File: src/rtl/conv_sched_ctrl_if.sv
// Start/base and memory/MAC strobe bundle
// between the conv scheduler and its datapath.
interface conv_sched_ctrl_if #(
  parameter int ADDR_W = 8
) ();
  logic              start;
  logic [ADDR_W-1:0] x_base;
  logic [ADDR_W-1:0] y_base;
  logic [ADDR_W-1:0] z_base;
  logic [ADDR_W-1:0] in_addr;
  logic [ADDR_W-1:0] flt_addr;
  logic              rd_en;
  logic              mac_clr;
  logic              mac_en;
  logic [ADDR_W-1:0] out_addr;
  logic              out_we;
  logic              busy;
  logic              done;

  modport master (
    output start, x_base, y_base, z_base,
    input  in_addr, flt_addr, rd_en, mac_clr,
    input  mac_en, out_addr, out_we, busy, done
  );

  modport slave (
    input  start, x_base, y_base, z_base,
    output in_addr, flt_addr, rd_en, mac_clr,
    output mac_en, out_addr, out_we, busy, done
  );
endinterface

File: src/rtl/conv_sched_ctrl.sv
// Sequencer for a valid, stride-1 2-D convolution:
// read addresses, MAC strobes, output writes, done.
module conv_sched_ctrl #(
  parameter int IMG_W  = 8,
  parameter int K      = 4,
  parameter int ADDR_W = 8
) (
  input  logic          clk,
  input  logic          rst_n,
  conv_sched_ctrl_if.slave bus
);
  localparam int OW = IMG_W - K + 1;
  localparam int CW = $clog2(IMG_W + 1);
  localparam logic [CW-1:0] KM1  = CW'(K - 1);
  localparam logic [CW-1:0] OWM1 = CW'(OW - 1);

  localparam logic [2:0] S_IDLE  = 3'd0;
  localparam logic [2:0] S_CLEAR = 3'd1;
  localparam logic [2:0] S_MAC   = 3'd2;
  localparam logic [2:0] S_DRAIN = 3'd3;
  localparam logic [2:0] S_WRITE = 3'd4;
  localparam logic [2:0] S_DONE  = 3'd5;

  logic [2:0]        state_q, state_d;
  logic [CW-1:0]     row_q, row_d;
  logic [CW-1:0]     col_q, col_d;
  logic [CW-1:0]     i_q, i_d;
  logic [CW-1:0]     j_q, j_d;
  logic [ADDR_W-1:0] x_q, y_q, z_q;
  logic [ADDR_W-1:0] in_addr_q, flt_addr_q, out_addr_q;
  logic              rd_en_q, mac_clr_q, mac_en_q;
  logic              out_we_q, busy_q, done_q;
  logic [ADDR_W-1:0] in_nxt, flt_nxt, out_nxt;

  // Next state and counter advance for the state being left.
  always_comb begin
    state_d = state_q;
    row_d   = row_q;
    col_d   = col_q;
    i_d     = i_q;
    j_d     = j_q;
    unique case (state_q)
      S_IDLE: begin
        if (bus.start) begin
          state_d = S_CLEAR;
          row_d   = '0;
          col_d   = '0;
          i_d     = '0;
          j_d     = '0;
        end
      end
      S_CLEAR: begin
        state_d = S_MAC;
        i_d     = '0;
        j_d     = '0;
      end
      S_MAC: begin
        if (j_q == KM1) begin
          j_d = '0;
          if (i_q == KM1) begin
            i_d     = '0;
            state_d = S_DRAIN;
          end else begin
            i_d = i_q + 1'b1;
          end
        end else begin
          j_d = j_q + 1'b1;
        end
      end
      S_DRAIN: state_d = S_WRITE;
      S_WRITE: begin
        state_d = S_CLEAR;
        if (col_q == OWM1) begin
          col_d = '0;
          if (row_q == OWM1) begin
            row_d   = '0;
            state_d = S_DONE;
          end else begin
            row_d = row_q + 1'b1;
          end
        end else begin
          col_d = col_q + 1'b1;
        end
      end
      S_DONE:  state_d = S_IDLE;
      default: state_d = S_IDLE;
    endcase
  end

  // Addresses for the cycle being entered, modulo 2^ADDR_W.
  always_comb begin
    in_nxt = x_q
           + (ADDR_W'(row_d) + ADDR_W'(i_d)) * ADDR_W'(IMG_W)
           + ADDR_W'(col_d) + ADDR_W'(j_d);
    flt_nxt = y_q + ADDR_W'(i_d) * ADDR_W'(K) + ADDR_W'(j_d);
    out_nxt = z_q + ADDR_W'(row_d) * ADDR_W'(OW) + ADDR_W'(col_d);
  end

  // State, counters, latched bases and registered outputs.
  always_ff @(posedge clk) begin
    if (!rst_n) begin
      state_q    <= S_IDLE;
      row_q      <= '0;
      col_q      <= '0;
      i_q        <= '0;
      j_q        <= '0;
      x_q        <= '0;
      y_q        <= '0;
      z_q        <= '0;
      in_addr_q  <= '0;
      flt_addr_q <= '0;
      out_addr_q <= '0;
      rd_en_q    <= 1'b0;
      mac_clr_q  <= 1'b0;
      mac_en_q   <= 1'b0;
      out_we_q   <= 1'b0;
      busy_q     <= 1'b0;
      done_q     <= 1'b0;
    end else begin
      state_q <= state_d;
      row_q   <= row_d;
      col_q   <= col_d;
      i_q     <= i_d;
      j_q     <= j_d;
      if (state_q == S_IDLE && bus.start) begin
        x_q <= bus.x_base;
        y_q <= bus.y_base;
        z_q <= bus.z_base;
      end
      rd_en_q    <= (state_d == S_MAC);
      in_addr_q  <= (state_d == S_MAC) ? in_nxt : '0;
      flt_addr_q <= (state_d == S_MAC) ? flt_nxt : '0;
      mac_clr_q  <= (state_d == S_CLEAR);
      mac_en_q   <= rd_en_q;
      out_we_q   <= (state_d == S_WRITE);
      out_addr_q <= (state_d == S_WRITE) ? out_nxt : '0;
      busy_q     <= (state_d == S_CLEAR) || (state_d == S_MAC) ||
                    (state_d == S_DRAIN) || (state_d == S_WRITE);
      done_q     <= (state_d == S_DONE);
    end
  end

  assign bus.in_addr  = in_addr_q;
  assign bus.flt_addr = flt_addr_q;
  assign bus.rd_en    = rd_en_q;
  assign bus.mac_clr  = mac_clr_q;
  assign bus.mac_en   = mac_en_q;
  assign bus.out_addr = out_addr_q;
  assign bus.out_we   = out_we_q;
  assign bus.busy     = busy_q;
  assign bus.done     = done_q;
endmodule

File: src/flat_wrapper.sv
// flat-port wrapper written by rule: the top's interface ports become plain ports
module conv_sched_ctrl_flat 
#(
  parameter int IMG_W  = 8,
  parameter int K      = 4,
  parameter int ADDR_W = 8
)
  (clk, rst_n, bus_start, bus_x_base, bus_y_base, bus_z_base, bus_in_addr, bus_flt_addr, bus_rd_en, bus_mac_clr, bus_mac_en, bus_out_addr, bus_out_we, bus_busy, bus_done);
  conv_sched_ctrl_if #(.ADDR_W(ADDR_W)) bus_i ();
  input  logic clk;
  input  logic rst_n;
  input wire logic [$bits(bus_i.start)-1:0] bus_start;
  input wire logic [$bits(bus_i.x_base)-1:0] bus_x_base;
  input wire logic [$bits(bus_i.y_base)-1:0] bus_y_base;
  input wire logic [$bits(bus_i.z_base)-1:0] bus_z_base;
  output wire logic [$bits(bus_i.in_addr)-1:0] bus_in_addr;
  output wire logic [$bits(bus_i.flt_addr)-1:0] bus_flt_addr;
  output wire logic [$bits(bus_i.rd_en)-1:0] bus_rd_en;
  output wire logic [$bits(bus_i.mac_clr)-1:0] bus_mac_clr;
  output wire logic [$bits(bus_i.mac_en)-1:0] bus_mac_en;
  output wire logic [$bits(bus_i.out_addr)-1:0] bus_out_addr;
  output wire logic [$bits(bus_i.out_we)-1:0] bus_out_we;
  output wire logic [$bits(bus_i.busy)-1:0] bus_busy;
  output wire logic [$bits(bus_i.done)-1:0] bus_done;
  assign bus_i.start = bus_start;
  assign bus_i.x_base = bus_x_base;
  assign bus_i.y_base = bus_y_base;
  assign bus_i.z_base = bus_z_base;
  assign bus_in_addr = bus_i.in_addr;
  assign bus_flt_addr = bus_i.flt_addr;
  assign bus_rd_en = bus_i.rd_en;
  assign bus_mac_clr = bus_i.mac_clr;
  assign bus_mac_en = bus_i.mac_en;
  assign bus_out_addr = bus_i.out_addr;
  assign bus_out_we = bus_i.out_we;
  assign bus_busy = bus_i.busy;
  assign bus_done = bus_i.done;
  conv_sched_ctrl #(.IMG_W(IMG_W), .K(K), .ADDR_W(ADDR_W)) u_core (.clk(clk), .rst_n(rst_n), .bus(bus_i));
endmodule
File: config.mk
export PLATFORM = sky130hd
export DESIGN_NAME = conv_sched_ctrl_flat
export DESIGN_NICKNAME = d
export VERILOG_FILES = /design/src/rtl/conv_sched_ctrl_if.sv /design/src/rtl/conv_sched_ctrl.sv /design/src/flat_wrapper.sv
export SDC_FILE = /design/constraint.sdc
export NUM_CORES = 1
export LEC_CHECK = 0
export CAP_MARGIN = 20
export CORE_UTILIZATION = 50
export CTS_CLUSTER_SIZE = 20
export DETAILED_ROUTE_END_ITERATION = 7
export DONT_BUFFER_PORTS = 1
export GPL_ROUTABILITY_DRIVEN = 0
export MAX_ROUTING_LAYER = met4
export SLEW_MARGIN = 40
export SYNTH_ARGS = -nofsm -noshare
export SYNTH_HDL_FRONTEND = slang
export SYNTH_SLANG_ARGS = --single-unit
File: constraint.sdc
create_clock -name clk -period 5.2 [get_ports clk]
set_input_delay 1.3 -clock clk [delete_from_list [all_inputs] [get_ports clk]]
set_output_delay 1.3 -clock clk [all_outputs]
set_load 0.01 [all_outputs]
==> results.txt, run 1 <==
The run finished with clean final reports. For the final database, setup skew stands at between 8 and 9 ps. The area of the die is 0.00854 mm². For this run, the leading register cell type out of synthesis is sky130_fd_sc_hd__dfxtp_1. The synthesized instance count came out at 450.

The routed wire length is 8030 µm. The synthesized netlist net count is 542. The time the final worst path needs with I/O delays and setup came out at 4780 ps. The synthesized-area fraction occupied by and/or/nand/nor cells is 17.5%.

The overall power after layout is 1.20 mW. 0 antenna diodes ended up in the layout. The effective utilization at floorplan came out at a little over half.

The sum of negative setup slack is 0 ps. The clock transition at the registers of the reported paths came out at 80 ps. Summed over all nets, the half-perimeter wirelength after detailed placement is 5950 µm. For this design the ratio of total power to cell area is between 200 and 300 mW/mm². The floorplan has 32 rows. For this block, the initial DRC count from the detailed router was 69.

The maximum clock rate came out at ~210 MHz. By area the synthesized netlist is led by sky130_fd_sc_hd__dfxtp_1 36%, sky130_fd_sc_hd__ha_1 15%, sky130_fd_sc_hd__fa_1 7.8%. Of all cell types, the one taking the most synthesized area is sky130_fd_sc_hd__dfxtp_1. For this run, design rule violations remaining after detail routing come to 0. The average size of a mapped cell came out at 9.08 µm².

The setup path with the least slack is of type reg2reg. For the pin with the worst max-slew slack, the measured transition is 714 ps. The number of antenna violations at the first check in global routing is 0. The count of hold buffers inserted by post-cts repair came out at 0.

Yosys mapped a number of flops with a built-in enable equal to 0. Ranked by instance count, the synthesized netlist is headed by 73 x sky130_fd_sc_hd__dfxtp_1, 60 x sky130_fd_sc_hd__nand2_1, 49 x sky130_fd_sc_hd__ha_1. The part of the Yosys area used for sequential elements came out at 35.8%. The maximum resistive drop on vdd came out at 0.000122 V. The worst reg2reg path depth came out at 15. The core footprint came out at 0.00781 mm². In the routed layout, each cell is associated on average with a via count of around 5.2. Setup repair after global routing left no endpoint under its margin. By instance count, the leading cell after synthesis is sky130_fd_sc_hd__dfxtp_1. The total number of vias came out at 2,889. CTS saw 73 sinks.

The hold path depth is 2. Global routing finished with a remaining overflow of 0. The fraction of layout cells with a size suffix above 1 came out at 5.27%. The headroom to the max-slew limit came out at 52.3%. For hold timing, the worst endpoint is u_core.x_q[3]$_SDFFE_PN0P_. The share of the synthesized area in compound gates (AO/OA/AOI/OAI) came out at 15.1%. The final antenna-violating net count is 0. The number of detailed-route iterations in the first pass came out at 4. The source of the worst register-to-register timing path is u_core.state_q[2]$_SDFF_PN0_. The synthesized netlist devotes 3.21% of its cell area to XOR and XNOR gates.

The area overhead of the layout relative to synthesis came out at 7.87%. The first-pass GRT wire length came out at about 14,000 µm. TritonCTS built the clock tree. After clock tree synthesis, the repair step resized 0 gates. The maximum clock insertion buffer count came out at 2.

Synthesis inferred 73 register bits. The endpoint of the lowest-slack register-to-register path is u_core.bus.out_addr[7]$_SDFF_PN0_. Entering global routing, the biggest net connects 46 pins. The number of levels the H-tree was split into is 3. The post-synthesis async set-or-reset flop share came out at 0%. The number of distinct library cells after synthesis came out at between 40 and 50.

The worst hold margin came out at 466 ps. The root buffer cell chosen for the clock tree is sky130_fd_sc_hd__clkbuf_8. After detailed placement, the total cell area comes to 0.00419 mm². The number of hold violations in the final report came to 0. The I/O pin count is between 50 and 60. The worst setup path is captured at a flip-flop. The leakage dissipation is approximately 2.1 nW. The net count of the finished layout is 543.

The ratio of final minimum period to clock period came out at 92.0%. The portion of synthesized cell area occupied by the leading cell type came out at 35.8%. The final setup violation count came out at 0. STA classifies the critical path startpoint as a flip-flop. The total routing resource utilization after global routing came out at 21.4%. The non-filler instance count after layout came out at 557. The total of warnings raised by yosys is 0.

The post-CTS setup buffer count is 0. After synthesis, the largest family of logic cells by area is adder cells. The path category of the worst min-delay check is reg2reg. The final standard cell area without fillers is 0.00441 mm². Counting tap cells, the placed design contains a total of 542 instances. The max capacitance violation total came out at 0. The arrival time reported for the critical path endpoint came out at around 5100 ps. The later-pin clock latency in the skew report came out at approximately 350 ps. The area of the mapped netlist is 0.00409 mm². The number of global-route vias before repair is approximately 2,900. The CTS buffer count came out at 9. In this run the most critical hold path is launched from u_core.x_q[3]$_SDFFE_PN0P_. The width of the die came out at 92.4 µm.

After detailed routing, the average wire length per cell comes to between 10 and 15 µm. At the worst endpoint, the required time is 5470 ps. The synthesized-area fraction occupied by adder cells came out at 23.1%. The worst-path maximum fanout came out at 13.

The die is 92.4 µm tall. The multiplexer fraction of the synthesized cell area is 0%. In this run the register-to-register setup slack is 420 ps. The number of pins with negative max-slew slack in the final report is 0. The count of buffers inserted at the top-level ports came out at 0.
-- power breakdown --
| group | total (mW) | switching (mW) | internal (mW) |
|---|---|---|---|
| clock network | 0.491 | 0.211 | 0.280 |
| registers | 0.602 | 0.0199 | 0.582 |
| logic | 0.111 | 0.0663 | 0.0444 |
| total | 1.20 | 0.297 | 0.906 |
-- through the flow --
stage / util [%] / worst slack, ps
floorplan: - / 567
global placement: 53.7 / 516
detailed placement: 53.7 / 399
CTS: 56.5 / 401
global route: 56.5 / 141
finish: 56.5 / 418
-- metal layers --
layer,track usage (%),share of wire (%),up-vias
met3,3.45,2.3,8
met1,27.3,50,1329
met4,8.20,1.2,0
met2,34.0,47,42
met5,-,0,-
li1,-,-,1510
-- cell type report --
type	count	area, µm²
multi-input cells	319	2410
inverters	44	165
repair buffers	4	30.0
well taps	102	128
clock buffers	10	138
fillers	744	3400
flip-flops and latches	73	1460
clock inverters	5	80.1
-- logic make-up after synthesis --
group                    count (synthesis)
AND/OR/NAND/NOR                        146
flip-flops                              73
buffers and inverters                   58
XOR/XNOR                                15
adder cells (fa/ha/maj)                 66
AO/OA/AOI/OAI                           92
-- state kept, by name (all words and copies together), names as in the netlist, 3 cells and up --
| name | count |
|---|---|
| u_core.bus.flt_addr | 8 |
| u_core.row_q | 4 |
| u_core.z_q | 8 |
| u_core.bus.out_addr | 8 |
| u_core.col_q | 4 |
| u_core.state_q | 3 |
| u_core.i_q | 4 |
| u_core.j_q | 4 |
| u_core.x_q | 8 |
| u_core.bus.in_addr | 8 |
| u_core.y_q | 8 |
-- cell usage in the layout (no fill, tap or decap), types with 3 or more instances in the layout --
cell	synthesis	routed
sky130_fd_sc_hd__nand3b_1	3	3
sky130_fd_sc_hd__xor2_1	7	7
sky130_fd_sc_hd__clkbuf_8	0	10
sky130_fd_sc_hd__a211oi_1	7	7
sky130_fd_sc_hd__nor3_1	8	8
sky130_fd_sc_hd__o21ai_0	14	14
sky130_fd_sc_hd__dfxtp_1	73	73
sky130_fd_sc_hd__fa_1	16	16
sky130_fd_sc_hd__nand3_1	3	3
sky130_fd_sc_hd__ha_1	49	49
sky130_fd_sc_hd__and3_1	7	7
sky130_fd_sc_hd__nor2b_1	7	7
sky130_fd_sc_hd__o21a_1	4	4
sky130_fd_sc_hd__inv_1	44	44
sky130_fd_sc_hd__nand2_1	60	59
sky130_fd_sc_hd__buf_4	0	4
sky130_fd_sc_hd__xnor2_1	8	8
sky130_fd_sc_hd__a21oi_1	19	19
sky130_fd_sc_hd__o21bai_1	4	4
sky130_fd_sc_hd__a21o_1	8	8
sky130_fd_sc_hd__a21boi_0	24	24
sky130_fd_sc_hd__nor2_1	24	24
sky130_fd_sc_hd__and2_1	18	18
sky130_fd_sc_hd__nor3b_1	5	5
-- worst max-delay path, stage by stage, from the launching register on --
cell and delay, ps:
sky130_fd_sc_hd__dfxtp_1 570, sky130_fd_sc_hd__or3b_1 450, sky130_fd_sc_hd__or2_1 290, sky130_fd_sc_hd__or4_1 480, sky130_fd_sc_hd__a21oi_1 210, sky130_fd_sc_hd__ha_1 250, sky130_fd_sc_hd__inv_1 80, sky130_fd_sc_hd__fa_1 450
sky130_fd_sc_hd__fa_1 520, sky130_fd_sc_hd__inv_1 40, sky130_fd_sc_hd__ha_1 330, sky130_fd_sc_hd__nor2b_1 170, sky130_fd_sc_hd__o31a_1 250, sky130_fd_sc_hd__o21a_1 170, sky130_fd_sc_hd__or3_1 300, sky130_fd_sc_hd__a21oi_1 150
-- worst max-delay path by stage --
stage | startpoint | end | slack, ps | cells past startpoint
final | u_core.state_q[2]$_SDFF_PN0_ | u_core.bus.out_addr[7]$_SDFF_PN0_ | 420 | 15
after global placement | bus_start | u_core.bus.out_addr[7]$_SDFF_PN0_ | 520 | 13
after global routing | u_core.state_q[2]$_SDFF_PN0_ | u_core.bus.out_addr[7]$_SDFF_PN0_ | 140 | 15
after floorplan | bus_start | u_core.bus.out_addr[7]$_SDFF_PN0_ | 570 | 14
after CTS | u_core.state_q[2]$_SDFF_PN0_ | u_core.bus.out_addr[7]$_SDFF_PN0_ | 400 | 15
after detailed placement | bus_start | u_core.bus.out_addr[7]$_SDFF_PN0_ | 400 | 13
Note: power is estimated with default switching activity, not from simulation.
==> inputs of run 2 (changes only) <==
--- a/config.mk
+++ b/config.mk
@@ -6,12 +6,15 @@
 export NUM_CORES = 1
 export LEC_CHECK = 0
 export CAP_MARGIN = 20
-export CORE_UTILIZATION = 50
+export CELL_PAD_IN_SITES_DETAIL_PLACEMENT = 0
+export CELL_PAD_IN_SITES_GLOBAL_PLACEMENT = 1
+export CORE_UTILIZATION = 48
 export CTS_CLUSTER_SIZE = 20
 export DETAILED_ROUTE_END_ITERATION = 7
 export DONT_BUFFER_PORTS = 1
 export GPL_ROUTABILITY_DRIVEN = 0
 export MAX_ROUTING_LAYER = met4
+export PLACE_DENSITY_LB_ADDON = 0.1
 export SLEW_MARGIN = 40
 export SYNTH_ARGS = -nofsm -noshare
 export SYNTH_HDL_FRONTEND = slang
==> run 2 against run 1 <==
  * Worst hold slack improved by 2.8 ps
  * Design area fell by 0.43%
  * Die area rose by 4.1%
  * Core utilization fell by 3.0 points
  * Worst setup slack improved by 24 ps
  * Critical endpoint unchanged
  * Largest power group unchanged
==> results.txt, run 2 (synthesized netlist as in run 1, its figures left out) <==
The run finished with clean final reports. The number of hold violations in the final report is 0 (unchanged). The setup slack of the most critical reg-to-reg path was 440 ps (+20 ps). The maximum clock insertion buffer count came to 2 (unchanged).

The power density of the placed cells came out at 263 mW/mm² (-3.5%). After global routing, the most crowded layer is met2. The wire length per cell was 14.6 µm (+1.2%). The leftover overflow at the end of global routing was 0 (unchanged). The number of detailed-route iterations in the first pass is 6 (+2). The maximum clock rate came to 210 MHz (+0.51%). The total number of vias is 2,965 (+2.6%).

The time the final worst path needs with I/O delays and setup is 4760 ps (-24.3 ps). The fraction of layout cells with a size suffix above 1 came out at 5.48% (+0.21 points). The source of the worst register-to-register timing path is u_core.state_q[2]$_SDFF_PN0_. The HPWL after detailed placement is 6070 µm (+2.1%). The path category of the worst min-delay check is reg2reg. The maximum resistive drop on vdd was 0.000103 V (-15%). The hold path depth came to 2 (unchanged). The data required time of the critical path came to 5480 ps (about the same). The vias per cell came out at 5.29 (+1.9%). The area of the die came to 0.00889 mm² (+4.1%). The CTS buffer count was 9 (unchanged). The number of global-route vias before repair came to 2,823 (-1.2%). The sum of negative setup slack is 0 ps (unchanged). The total of fill cells in the finished design came out at 812 (+9.1%). The worst register-to-register path ends at u_core.bus.out_addr[7]$_SDFF_PN0_.

The final antenna-violating net count came out at 0 (unchanged). The worst setup path is of the reg2reg kind. The worst reg2reg path depth came out at 15 (unchanged). The first-pass GRT wire length is 13,600 µm (+0.41%). The top cell types in the final layout, fill and taps aside, are 73 x sky130_fd_sc_hd__dfxtp_1, 59 x sky130_fd_sc_hd__nand2_1, 49 x sky130_fd_sc_hd__ha_1, 44 x sky130_fd_sc_hd__inv_1.

The I/O pin count came to 57 (unchanged). The total routing resource utilization after global routing came out at 20.9% (-0.49 points). The maximum clock skew at final layout came out at 10.1 ps (+1.95 ps). The count of buffers inserted at the top-level ports is 0 (unchanged).

The worst hold path terminates at u_core.x_q[2]$_SDFFE_PN0P_. The startpoint identified for the worst hold timing path is u_core.x_q[2]$_SDFFE_PN0P_. The type of element capturing the critical path is a flip-flop. The row count was 33 (+3.1%).

The met1 capacity usage during global routing came out at 27.9% (+0.59 points). The effective utilization at floorplan is 49.7% (-2.6 points). The number of sinks driven by the clock tree is 73 (unchanged). The area overhead of the layout relative to synthesis came out at 7.41%. The headroom to the max-slew limit came out at 48.9% (-3.4 points). Setup repair after global routing left no endpoint under its margin. The antenna diode count is 0 (unchanged).

The transition time at the pin with the least slew margin is 764 ps (+50.6 ps). The met3 demand-to-capacity share in global routing came out at 4.53% (+1.1 points). The count of hold buffers inserted by post-cts repair is 0 (unchanged).

The number of levels the H-tree was split into came out at 3 (unchanged). The worst setup path is launched from a flip-flop. The clock transition at the registers of the reported paths came out at 80 ps (about the same). The CTS tree is yes.

The number of antenna violations at the first check in global routing came out at 0 (unchanged). The arrival time reported for the critical path endpoint is 5040 ps (about the same). The max capacitance violation total came to 0 (unchanged). The width of the die is 94.3 µm (+2.0%).

The worst-path maximum fanout is 13 (unchanged). The number of remaining DRC errors came to 0 (unchanged). The largest net degree at the start of global routing is 46 (unchanged). The vertical die dimension came out at 94.3 µm (+2.0%).

The leakage dissipation is 2.06 nW (-0.63%). The DRC marker count from the first detailed-route iteration is 104 (+51%). In this run the clock root is driven by a sky130_fd_sc_hd__clkbuf_8.

The later-pin clock latency in the skew report is 350 ps (about the same). The number of nets in the final layout is 543 (unchanged). The post-CTS resize count is 0 (unchanged).

The share of the core filled with cells came to 53.4% (-3.0 points). The final setup violation count is 0 (unchanged). The ratio of final minimum period to clock period came out at 91.5% (-0.47 points). The number of pins with negative max-slew slack in the final report is 0 (unchanged). The commonest non-fill, non-tap cell in the layout is sky130_fd_sc_hd__dfxtp_1. The post-CTS setup buffer count is 0 (unchanged). The core footprint came out at 0.00822 mm² (+5.2%). The routed wire length came out at 8180 µm (+1.9%). The global routing met2 resource utilization is 31.4% (-2.6 points).
==> run 2: layer usage <==
| metal | routed length, µm | up-vias |
|---|---|---|
| met2 | 3690 | 52 |
| met4 | 87 | 0 |
| li1 | - | 1510 |
| met3 | 286 | 8 |
| met5 | 0 | - |
| met1 | 4110 | 1395 |
==> run 2: critical path, stage by stage (launching register included) <==
cell                      delay, ps
sky130_fd_sc_hd__dfxtp_1        570
sky130_fd_sc_hd__or3b_1         440
sky130_fd_sc_hd__or2_1          290
sky130_fd_sc_hd__or4_1          480
sky130_fd_sc_hd__a21oi_1        210
sky130_fd_sc_hd__ha_1           260
sky130_fd_sc_hd__inv_1           70
sky130_fd_sc_hd__fa_1           440
sky130_fd_sc_hd__fa_1           520
sky130_fd_sc_hd__inv_1           40
sky130_fd_sc_hd__ha_1           320
sky130_fd_sc_hd__nor2b_1        180
sky130_fd_sc_hd__o31a_1         250
sky130_fd_sc_hd__o21a_1         180
sky130_fd_sc_hd__or3_1          300
sky130_fd_sc_hd__a21oi_1        130
==> run 2: worst max path at each step <==
stage | cells after the start | start | end
6_report | 15 | u_core.state_q[2]$_SDFF_PN0_ | u_core.bus.out_addr[7]$_SDFF_PN0_
5_1_grt | 15 | u_core.state_q[2]$_SDFF_PN0_ | u_core.bus.out_addr[7]$_SDFF_PN0_
4_1_cts | 15 | u_core.state_q[2]$_SDFF_PN0_ | u_core.bus.out_addr[7]$_SDFF_PN0_
3_5_place_dp | 14 | bus_start | u_core.bus.in_addr[7]$_SDFF_PN0_
3_3_place_gp | 14 | bus_start | u_core.bus.in_addr[7]$_SDFF_PN0_
2_1_floorplan | 14 | bus_start | u_core.bus.out_addr[7]$_SDFF_PN0_
==> run 2: final cells by class <==
class	instances	area [µm²]	area share [%]
clock inverters	7	71.3	1.62
flip-flops and latches	73	1460	33.3
multi-input cells	319	2410	54.8
repair buffers	4	30.0	0.684
clock buffers	9	124	2.82
well taps	105	131	2.99
inverters	44	165	3.76
==> run 2: through the flow <==
| step | std cells | cell area [µm²] | hold WS, ps | power, mW | setup slack, ps |
|---|---|---|---|---|---|
| 2_1_floorplan | 450 | 4090 | 443 | 0.703 | 567 |
| 3_3_place_gp | 545 | 4190 | 454 | 0.727 | 355 |
| 3_5_place_dp | 545 | 4200 | 461 | 0.729 | 325 |
| 4_1_cts | 561 | 4390 | 473 | 1.17 | 445 |
| 5_1_grt | 561 | 4390 | 491 | 1.22 | 184 |
| 6_report | 561 | 4390 | 469 | 1.16 | 442 |
==> run 2: report_power, final <==
group	switching (mW)	internal, mW	leakage [nW]	total, mW
Combinational	0.0673	0.0446	1.37	0.112
Sequential	0.0198	0.582	0.593	0.601
Clock	0.222	0.220	0.0912	0.442
